### src/rtl/req_gnt_pkg.sv
// Shared state encoding and width helpers for req_gnt_arbiter and rr_pick.
package req_gnt_pkg;

    localparam logic [1:0] S_IDLE    = 2'd0;
    localparam logic [1:0] S_WAIT    = 2'd1;
    localparam logic [1:0] S_GRANT   = 2'd2;
    localparam logic [1:0] S_RELEASE = 2'd3;

    typedef enum logic [1:0] {
        IDLE    = S_IDLE,
        WAIT    = S_WAIT,
        GRANT   = S_GRANT,
        RELEASE = S_RELEASE
    } state_e;

    // Grant delay is 0..15, so the countdown never needs more than four bits.
    localparam int DLY_W = 4;

    function automatic int idx_w(input int n);
        return (n > 1) ? $clog2(n) : 1;
    endfunction

    function automatic int cnt_w(input int max_val);
        return (max_val > 1) ? $clog2(max_val) : 1;
    endfunction

endpackage

### src/rtl/req_gnt_arbiter_rr_pick.sv
// Combinational round-robin picker: first unmasked request at or after ptr, wrapping.
module rr_pick #(
    parameter int N_REQ = 4,
    parameter int IDX_W = 2
) (
    input  logic [N_REQ-1:0] req,
    input  logic [N_REQ-1:0] mask,
    input  logic [IDX_W-1:0] ptr,
    output logic             valid,
    output logic [IDX_W-1:0] idx
);

    localparam logic [IDX_W:0] N_W = (IDX_W + 1)'(N_REQ);

    logic [N_REQ-1:0] cand;
    logic [N_REQ-1:0] rot;
    logic [IDX_W:0]   sum;

    always_comb begin
        // NOTE: every variable gets a default before any conditional write, so no latch is inferred.
        cand  = req & ~mask;
        rot   = N_REQ'({cand, cand} >> ptr);
        valid = |cand;
        sum   = '0;
        // Walk from the farthest offset down so the closest set bit wins.
        for (int off = N_REQ - 1; off >= 0; off--) begin
            if (rot[off]) begin
                sum = {1'b0, ptr} + (IDX_W + 1)'(off);
            end
        end
        idx = (sum >= N_W) ? IDX_W'(sum - N_W) : IDX_W'(sum);
    end

endmodule

### src/rtl/req_gnt_arbiter.sv
// Four-phase req/gnt responder shared by N_REQ requesters with round-robin arbitration.
// Optional grant-hold timeout and requester blocking: define GNT_TIMEOUT_EN.
module req_gnt_arbiter
    import req_gnt_pkg::*;
#(
    parameter int N_REQ     = 4,
    parameter int GNT_DELAY = 1,
    parameter int MAX_HOLD  = 16
) (
    input  logic                     clk,
    input  logic                     rst,
    input  logic                     en,
    input  logic [N_REQ-1:0]         req,
    output logic [N_REQ-1:0]         gnt,
    output logic [$clog2(N_REQ)-1:0] gnt_id,
    output logic                     busy,
    output logic                     proto_err
);

    localparam int IDX_W = idx_w(N_REQ);
    localparam logic [IDX_W-1:0] LAST_IDX = IDX_W'(N_REQ - 1);

    state_e             state_q, state_d;
    logic [N_REQ-1:0]   gnt_q, gnt_d;
    logic [IDX_W-1:0]   id_q, id_d;
    logic               busy_q, busy_d;
    logic               perr_q, perr_d;
    logic [IDX_W-1:0]   ptr_q, ptr_d;
    logic [DLY_W-1:0]   dly_q, dly_d;
    logic [N_REQ-1:0]   blocked_q, blocked_d;
    logic               pick_valid;
    logic [IDX_W-1:0]   pick_idx;
    logic [IDX_W-1:0]   next_ptr;
`ifdef GNT_TIMEOUT_EN
    localparam int HOLD_W = cnt_w(MAX_HOLD);
    logic [HOLD_W-1:0]  hold_q, hold_d;
`endif

    rr_pick #(
        .N_REQ (N_REQ),
        .IDX_W (IDX_W)
    ) u_pick (
        .req   (req),
        .mask  (blocked_q),
        .ptr   (ptr_q),
        .valid (pick_valid),
        .idx   (pick_idx)
    );

    assign next_ptr = (id_q == LAST_IDX) ? '0 : id_q + 1'b1;

    always_comb begin
        state_d   = state_q;
        gnt_d     = gnt_q;
        id_d      = id_q;
        busy_d    = busy_q;
        perr_d    = 1'b0;
        ptr_d     = ptr_q;
        dly_d     = dly_q;
        blocked_d = blocked_q & req;
`ifdef GNT_TIMEOUT_EN
        hold_d    = '0;
`endif
        case (state_q)
            IDLE: begin
                if (en && pick_valid) begin
                    id_d   = pick_idx;
                    busy_d = 1'b1;
                    if (GNT_DELAY == 0) begin
                        state_d = GRANT;
                        gnt_d   = N_REQ'(1) << pick_idx;
                    end else begin
                        state_d = WAIT;
                        dly_d   = DLY_W'(GNT_DELAY);
                    end
                end
            end
            WAIT: begin
                // A withdrawn request beats an expiring delay: never grant a dropped req.
                if (!req[id_q]) begin
                    perr_d  = 1'b1;
                    busy_d  = 1'b0;
                    state_d = IDLE;
                end else if (dly_q == DLY_W'(1)) begin
                    state_d = GRANT;
                    gnt_d   = N_REQ'(1) << id_q;
                end else begin
                    dly_d = dly_q - 1'b1;
                end
            end
            GRANT: begin
                if (!req[id_q]) begin
                    gnt_d   = '0;
                    ptr_d   = next_ptr;
                    state_d = RELEASE;
                end
`ifdef GNT_TIMEOUT_EN
                else if (hold_q == HOLD_W'(MAX_HOLD - 1)) begin
                    gnt_d           = '0;
                    perr_d          = 1'b1;
                    blocked_d[id_q] = 1'b1;
                    ptr_d           = next_ptr;
                    state_d         = RELEASE;
                end else begin
                    hold_d = hold_q + 1'b1;
                end
`endif
            end
            RELEASE: begin
                state_d = IDLE;
                busy_d  = 1'b0;
            end
            default: state_d = IDLE;
        endcase
    end

    always_ff @(posedge clk or posedge rst) begin
        if (rst) begin
            state_q   <= IDLE;
            gnt_q     <= '0;
            id_q      <= '0;
            busy_q    <= 1'b0;
            perr_q    <= 1'b0;
            ptr_q     <= '0;
            dly_q     <= '0;
            blocked_q <= '0;
`ifdef GNT_TIMEOUT_EN
            hold_q    <= '0;
`endif
        end else begin
            // NOTE: sequential state uses non-blocking assignments so every flop samples pre-edge values.
            state_q   <= state_d;
            gnt_q     <= gnt_d;
            id_q      <= id_d;
            busy_q    <= busy_d;
            perr_q    <= perr_d;
            ptr_q     <= ptr_d;
            dly_q     <= dly_d;
            blocked_q <= blocked_d;
`ifdef GNT_TIMEOUT_EN
            hold_q    <= hold_d;
`endif
        end
    end

    assign gnt       = gnt_q;
    assign gnt_id    = id_q;
    assign busy      = busy_q;
    assign proto_err = perr_q;

endmodule

### config.mk
export PLATFORM = sky130hd
export DESIGN_NAME = req_gnt_arbiter
export DESIGN_NICKNAME = d
export VERILOG_FILES = /design/src/rtl/req_gnt_pkg.sv /design/src/rtl/req_gnt_arbiter_rr_pick.sv /design/src/rtl/req_gnt_arbiter.sv
export SDC_FILE = /design/constraint.sdc
export NUM_CORES = 1
export LEC_CHECK = 0
export ABC_AREA = 1
export BUFFER_PORTS_ARGS = -buffer_cell sky130_fd_sc_hd__buf_4
export CAP_MARGIN = 0
export CORE_MARGIN = 4
export CORE_UTILIZATION = 30
export DETAILED_ROUTE_END_ITERATION = 16
export GPL_TIMING_DRIVEN = 0
export PLACE_DENSITY_LB_ADDON = 0.25
export SLEW_MARGIN = 20
export SYNTH_ARGS = -nofsm -noshare
export SYNTH_HDL_FRONTEND = slang
export SYNTH_SLANG_ARGS = --single-unit
### constraint.sdc
create_clock -name clk -period 2.98 [get_ports clk]
set_input_delay 0.447 -clock clk [delete_from_list [all_inputs] [get_ports clk]]
set_output_delay 0.447 -clock clk [all_outputs]
set_load 0.02 [all_outputs]
==> results of run 1 <==
[worst max-delay path by stage]
stage	end	startpoint	slack (ns)
global route	dly_q[1]	dly_q[1]	1.46
floorplan	gnt[0]	gnt_id[0]	1.68
global placement	gnt[1]	gnt_id[0]	1.61
finish	gnt_id[0]	gnt_id[0]	1.57
detailed placement	dly_q[1]	req[1]	1.61
CTS	gnt_id[0]	gnt_id[0]	1.54
[cell usage after synthesis]
cell type	number	area share
ha_1	6	0.056
xnor2_1	1	0.0066
o211ai_1	1	0.0057
a21oi_2	1	0.0066
nor2_1	4	0.011
nand2_2	7	0.033
inv_4	1	0.0047
nand4_2	1	0.0094
a21boi_2	1	0.0085
nand2_1	49	0.14
buf_2	1	0.0038
a21oi_1	2	0.0075
o21ai_1	6	0.023
nand4_4	1	0.016
or2_1	1	0.0047
inv_6	1	0.0066
nand3_2	6	0.045
dfrtp_1	20	0.38
nand2_4	5	0.042
or2_2	1	0.0047
buf_6	1	0.0085
o31ai_1	1	0.0057
o21ai_2	1	0.0066
nor2_4	2	0.017
nor2_2	2	0.0094
xor2_1	1	0.0066
nand3_1	18	0.068
inv_2	6	0.017
inv_1	18	0.051
[flip-flops by register name, indices dropped and copies added, names as in the netlist, named ones only]
| signal | count |
|---|---|
| busy | 1 |
| state_q | 1 |
| gnt_id | 2 |
| blocked_q | 4 |
| gnt | 4 |
| ptr_q | 2 |
| dly_q | 4 |
| proto_err | 1 |
[placed cells by master (no fill, tap or decap), types with 2 or more instances in the layout]
| cell | count |
|---|---|
| dfrtp_1 | 20 |
| clkbuf_8 | 4 |
| nor2_4 | 2 |
| buf_4 | 14 |
| nand2_4 | 5 |
| o21ai_1 | 6 |
| ha_1 | 6 |
| a21oi_1 | 2 |
| nand3_2 | 6 |
| inv_1 | 18 |
| nand2_1 | 49 |
| inv_2 | 6 |
| nand3_1 | 18 |
| nand2_2 | 7 |
| nor2_1 | 4 |
| nor2_2 | 2 |
[through the flow]
step	util	instances	total power, W	area (µm²)
after floorplan	-	166	0.00116	1330
after global placement	0.361	230	0.00137	1500
after CTS	0.374	234	0.00159	1550
final	0.374	234	0.00156	1550
after detailed placement	0.361	230	0.00136	1500
after global routing	0.374	234	0.00172	1550
[layer usage]
metal	share of wire	wire, µm
met5	0	0
met4	0.0051	13
met3	0.035	90
met2	0.44	1130
met1	0.52	1330
[power groups by stage]
stage | clock network, W | registers [W] | logic, W
finish | 0.000216 | 0.000431 | 0.000916
global route | 0.000235 | 0.000442 | 0.00105
CTS | 0.000224 | 0.000432 | 0.000932
detailed placement | 0 | 0.000436 | 0.000924
global placement | 0 | 0.000436 | 0.000930
floorplan | 0 | 0.000480 | 0.000676
[layout make-up]
cell class	count	area [µm²]	share of cell area
multi-input cells	118	707	0.456
flip-flops and latches	20	500	0.323
repair buffers	14	105	0.0677
inverters	26	105	0.0677
well taps	50	62.6	0.0403
clock buffers	4	55.1	0.0355
plain buffers	2	16.3	0.0105
[kinds of logic (layout without fill, tap and decap cells)]
kind of cell | count (synthesis) | after routing | synth area share
adders and majority gates | 6 | 6 | 0.0565
xor gates and xnor gates | 2 | 2 | 0.0132
DFF | 20 | 20 | 0.377
AOI/OAI and AO/OA | 13 | 13 | 0.0631
and+or+nand+nor | 97 | 97 | 0.399
buffers and inverters | 28 | 46 | 0.0913
==> results.py, run 1 <==
metrics = {
    "die": {
        "coreArea_mm2": 0.00414,
        "die-height_um": 74.6,
        "floorplan.die_area_mm2": 0.00556,
        "effective_utilization_at_floorplan": 0.321,
        "rows": 23,
        "ioPinCount": 15,
        "die_x_um": 74.6,
    },
    "synth": {
        "synth-seq-cells": 20,
        "syn_inst": 166,
        "synth.net_count": 179,
        "synth.distinct_cells": 29,
        "syn_avg_cell_area_um2": 8.00,
        "synth.cell_area_mm2": 0.00133,
        "synth_seq_area_share": 0.377,
        "yosysWarningCount": 0,
    },
    "critical_path": {
        "worst-r2r-setup-slack_ns": 1.61,
        "r2r.worst_path.cells": 9,
        "worst-path-stages": 1,
        "r2r_end": "gnt[1]",
        "cp.arrival_ns": 0.97,
        "cp_cell_sequence": "buf_4",
        "worstPathRequired_ns": 2.53,
        "crit_family": "flip-flops",
        "crit_type": "reg -> out",
        "timing.critical_path.buf_inv": 1,
        "cp_max_stage_delay_ns": 0.50,
        "worst-path-max-fanout": 8,
        "crit_path_start_kind": "flip-flop",
        "crit_slowest_cell": "dfrtp_1",
        "timing.critical_path.to_type": "primary output",
        "r2r_start": "gnt_id[0]",
    },
    "detailed_routing": {
        "drt_wl_total_mm": 2.57,
        "vias_per_cell": 4.30,
        "vias": 1006,
        "wl_per_cell_um": 11.0,
        "post-route-drc-count": 0,
        "firstDrtPassIters": 4,
        "post_route_antenna_net_violation_count": 0,
        "drt_iter0_markers": 32,
    },
    "sta": {
        "min_period_ns": 1.41,
        "hold_viol": 0,
        "count_of_endpoints_failing_setup_in_the_final_report": 0,
        "max_clock_freq_mhz": 708,
        "holdWs_ns": 0.322,
        "rsz0062_at_grt": "false",
        "fin_tns_setup_ns": 0,
        "report.final.slew_viol_count": 0,
        "fin_ws_ns": 1.57,
        "finalCritPeriodShare": 0.474,
        "timing.clock.skew_ns": 0.00496,
        "timing_worst_slew_pin_value_ns": 0.776,
        "timing.slew.headroom": 0.482,
    },
    "cts": {
        "clock_tree.root_cell": "clkbuf_8",
        "postCtsSetupRepairBufs": 0,
        "postCtsResizedCells": 0,
        "h_tree_lvls": 1,
        "worstSkewPairLatency_ns": 0.26,
        "clk_pin_slew_worst_paths_ns": 0.08,
        "clock-sinks": 20,
        "cts_tree": "done",
        "ctsLongestPathBuffers": 2,
        "hold_buffers": 0,
        "tritoncts.num_buffers": 3,
    },
    "grt": {
        "grt_util_all_layers": 0.102,
        "grt_util_met3": 0.0324,
        "globalRouteMet1Util": 0.138,
        "antenna_violations_before_repair": 0,
        "grt_util_met2": 0.161,
        "grt.overflow.total": 0,
        "first_global_vias": 961,
        "grt-busiest-layer": "met2",
        "grt_pass1_wl_mm": 4.48,
        "maximum_number_of_pins_on_one_net_before_global_route_repair": 21,
    },
    "cells_and_area": {
        "area.growth.synth_to_final_pct": 16.8,
        "drive_gt1_frac": 0.304,
        "insertedDiodeCount": 0,
        "finish.net_count": 198,
        "fillerInstances": 460,
    },
    "power": {
        "net-switching-power_w": 0.000733,
        "power_switching_share": 0.469,
        "leakagePower_nw": 0.860,
        "pwr-share-clk": 0.138,
        "ir_drop_mv": 0.467,
        "power_frac_seq": 0.276,
        "p_per_area_mw_per_mm2": 1010,
        "combPwrFrac": 0.586,
        "intPower_w": 0.000829,
    },
    "run": {
        "max-cap-violations": 0,
    },
    "worst_hold_path": {
        "holdCritPathClass": "in -> async",
    },
    "run_status": {
        "run_status": "finished clean",
    },
    "placed_design": {
        "hpwlAfterDp_mm": 1.96,
        "io_buffers": 14,
        "place_congestion": 0.783,
        "pre_cts_slack_ns": 1.61,
    },
}
Power figures use the tool's default switching activity.
==> inputs of run 2 (changes only) <==
- clock period: 2.98 -> 1.41 ns (I/O delays scaled with it)
==> run 2 against run 1 <==
First-iteration DRC count is 13% lower; clock power grew 110%; register-to-register slack lost 1.5 ns; critical path depth increased by 7; die area stayed put; cell count up 1.7%; largest cell class unchanged; via count up 2.8%; highest routed layer unchanged.
==> results.py, run 2 (synthesis gave the netlist of run 1 again) <==
metrics = {
    "run_status": {
        "run_status": "finished clean",
    },
    "cts": {
        "tritoncts.num_buffers": 3,
        "clock_tree.root_cell": "clkbuf_8",
        "ctsLongestPathBuffers": 2,
        "clk_pin_slew_worst_paths_ns": 0.08,
        "worstSkewPairLatency_ns": 0.26,
        "h_tree_lvls": 1,
        "clock-sinks": 20,
        "cts_tree": "done",
    },
    "power": {
        "combPwrFrac": 0.605,
        "pwr-share-clk": 0.132,
        "power_frac_seq": 0.263,
        "intPower_w": 0.00185,
        "net-switching-power_w": 0.00159,
        "ir_drop_mv": 1.02,
        "power_switching_share": 0.462,
        "leakagePower_nw": 0.878,
        "p_per_area_mw_per_mm2": 2160,
    },
    "detailed_routing": {
        "wl_per_cell_um": 11.0,
        "drt_iter0_markers": 28,
        "post_route_antenna_net_violation_count": 0,
        "drt_wl_total_mm": 2.62,
        "vias_per_cell": 4.34,
        "post-route-drc-count": 0,
        "firstDrtPassIters": 4,
        "vias": 1034,
    },
    "placed_design": {
        "place_congestion": 0.783,
        "dpl.cell_count": 230,
        "hpwlAfterDp_mm": 1.96,
        "io_buffers": 14,
        "post_dp_cell_area_mm2": 0.00150,
    },
    "die": {
        "effective_utilization_at_floorplan": 0.321,
        "ioPinCount": 15,
        "die_x_um": 74.6,
        "rows": 23,
        "floorplan.die_area_mm2": 0.00556,
        "die-height_um": 74.6,
        "coreArea_mm2": 0.00414,
    },
    "grt": {
        "first_global_vias": 961,
        "grt.overflow.total": 0,
        "grt_util_all_layers": 0.102,
        "maximum_number_of_pins_on_one_net_before_global_route_repair": 21,
        "antenna_violations_before_repair": 0,
        "grt_pass1_wl_mm": 4.48,
    },
    "cells_and_area": {
        "insertedDiodeCount": 0,
        "drive_gt1_frac": 0.346,
        "layout.cells.non_filler": 238,
        "finish.net_count": 202,
        "final_cell_mix": "nand2_1 (48), dfrtp_1 (19), nand3_1 (18), buf_4 (18), inv_1 (16)",
        "area.growth.synth_to_final_pct": 20.1,
        "fillerInstances": 454,
        "layout.cells.most_common": "nand2_1",
        "fin_area_mm2": 0.00160,
    },
    "critical_path": {
        "worstPathRequired_ns": 1.61,
        "cp.arrival_ns": 1.53,
        "crit_path_start_kind": "flip-flop",
        "worst-path-max-fanout": 6,
        "crit_path_frequent_cell": "nand2_4",
        "r2r.worst_path.cells": 8,
        "crit_type": "reg -> reg",
        "crit_slowest_cell": "dfrtp_1",
        "timing.critical_path.buf_inv": 1,
        "crit_family": "simple AND/OR/NAND/NOR gates",
        "cp_cell_sequence": "inv_1, nand3_2, nand2_4, nor2_4, nand2_4, nand2_4, nand3_1, nand2_1",
        "worst-path-stages": 8,
        "timing.critical_path.to_type": "flip-flop",
        "cp_max_stage_delay_ns": 0.46,
    },
    "sta": {
        "count_of_endpoints_failing_setup_in_the_final_report": 0,
        "timing_worst_slew_pin_value_ns": 0.770,
        "report.final.slew_viol_count": 0,
        "min_period_ns": 1.32,
        "finalCritPeriodShare": 0.939,
        "hold_viol": 0,
        "rsz0062_at_grt": "true",
        "fin_tns_setup_ns": 0,
        "max_clock_freq_mhz": 755,
        "timing.slew.headroom": 0.486,
        "timing.clock.skew_ns": 0.00418,
    },
    "worst_hold_path": {
        "holdCritPathClass": "in -> async",
    },
    "run": {
        "max-cap-violations": 0,
    },
}
==> run 2: power groups by stage <==
stage          combinational (W)  clock [W]  sequential (W)
4_1_cts                  0.00197   0.000473        0.000913
3_3_place_gp             0.00197          0        0.000921
6_report                 0.00208   0.000455        0.000904
5_1_grt                  0.00236   0.000497        0.000923
2_1_floorplan            0.00143          0         0.00102
3_5_place_dp             0.00195          0        0.000922
==> run 2: area by class of cell <==
type	count	area, µm²	share of cell area
Multi-Input combinational cell	118	717	0.449
Sequential cell	20	502	0.315
Timing Repair Buffer	18	135	0.0847
Inverter	26	108	0.0675
Tap cell	50	62.6	0.0392
Clock buffer	4	55.1	0.0345
Buffer	2	16.3	0.0102
==> run 2: worst paths after layout <==
check / from / to / slack [ns]
min reg2reg: blocked_q[1] / blocked_q[1] / 0.46
max reg2reg: gnt_id[1] / gnt[1] / 0.09
min: rst / blocked_q[1] / 0.09
max in group asynchronous: rst / gnt_id[0] / 0.80
max: gnt_id[1] / gnt[1] / 0.09
min in group clk: req[1] / blocked_q[1] / 0.19
==> run 2: repair_timing <==
item,4_1_cts,5_1_grt
endpoints found under the setup margin,0,9
setup buffers,0,4
gates resized for setup,0,7
hold buffers,0,0
==> run 2: per-stage QoR <==
step / total power, W / hold slack (ns) / utilization / worst slack [ns]
2_1_floorplan: 0.00244 / 0.175 / - / 0.114
3_3_place_gp: 0.00289 / 0.414 / 0.361 / 0.0421
3_5_place_dp: 0.00287 / 0.420 / 0.361 / 0.0475
4_1_cts: 0.00335 / 0.126 / 0.374 / 0.0157
5_1_grt: 0.00378 / 0.155 / 0.385 / -0.0122
6_report: 0.00344 / 0.0856 / 0.385 / 0.0856
==> run 2: routing by layer <==
layer	vias up	global-route usage	part of all wire
li1	565	-	-
met1	456	0.138	0.51
met2	11	0.161	0.44
met3	2	0.0324	0.042
met4	0	0.0237	0.0050
met5	-	0	0
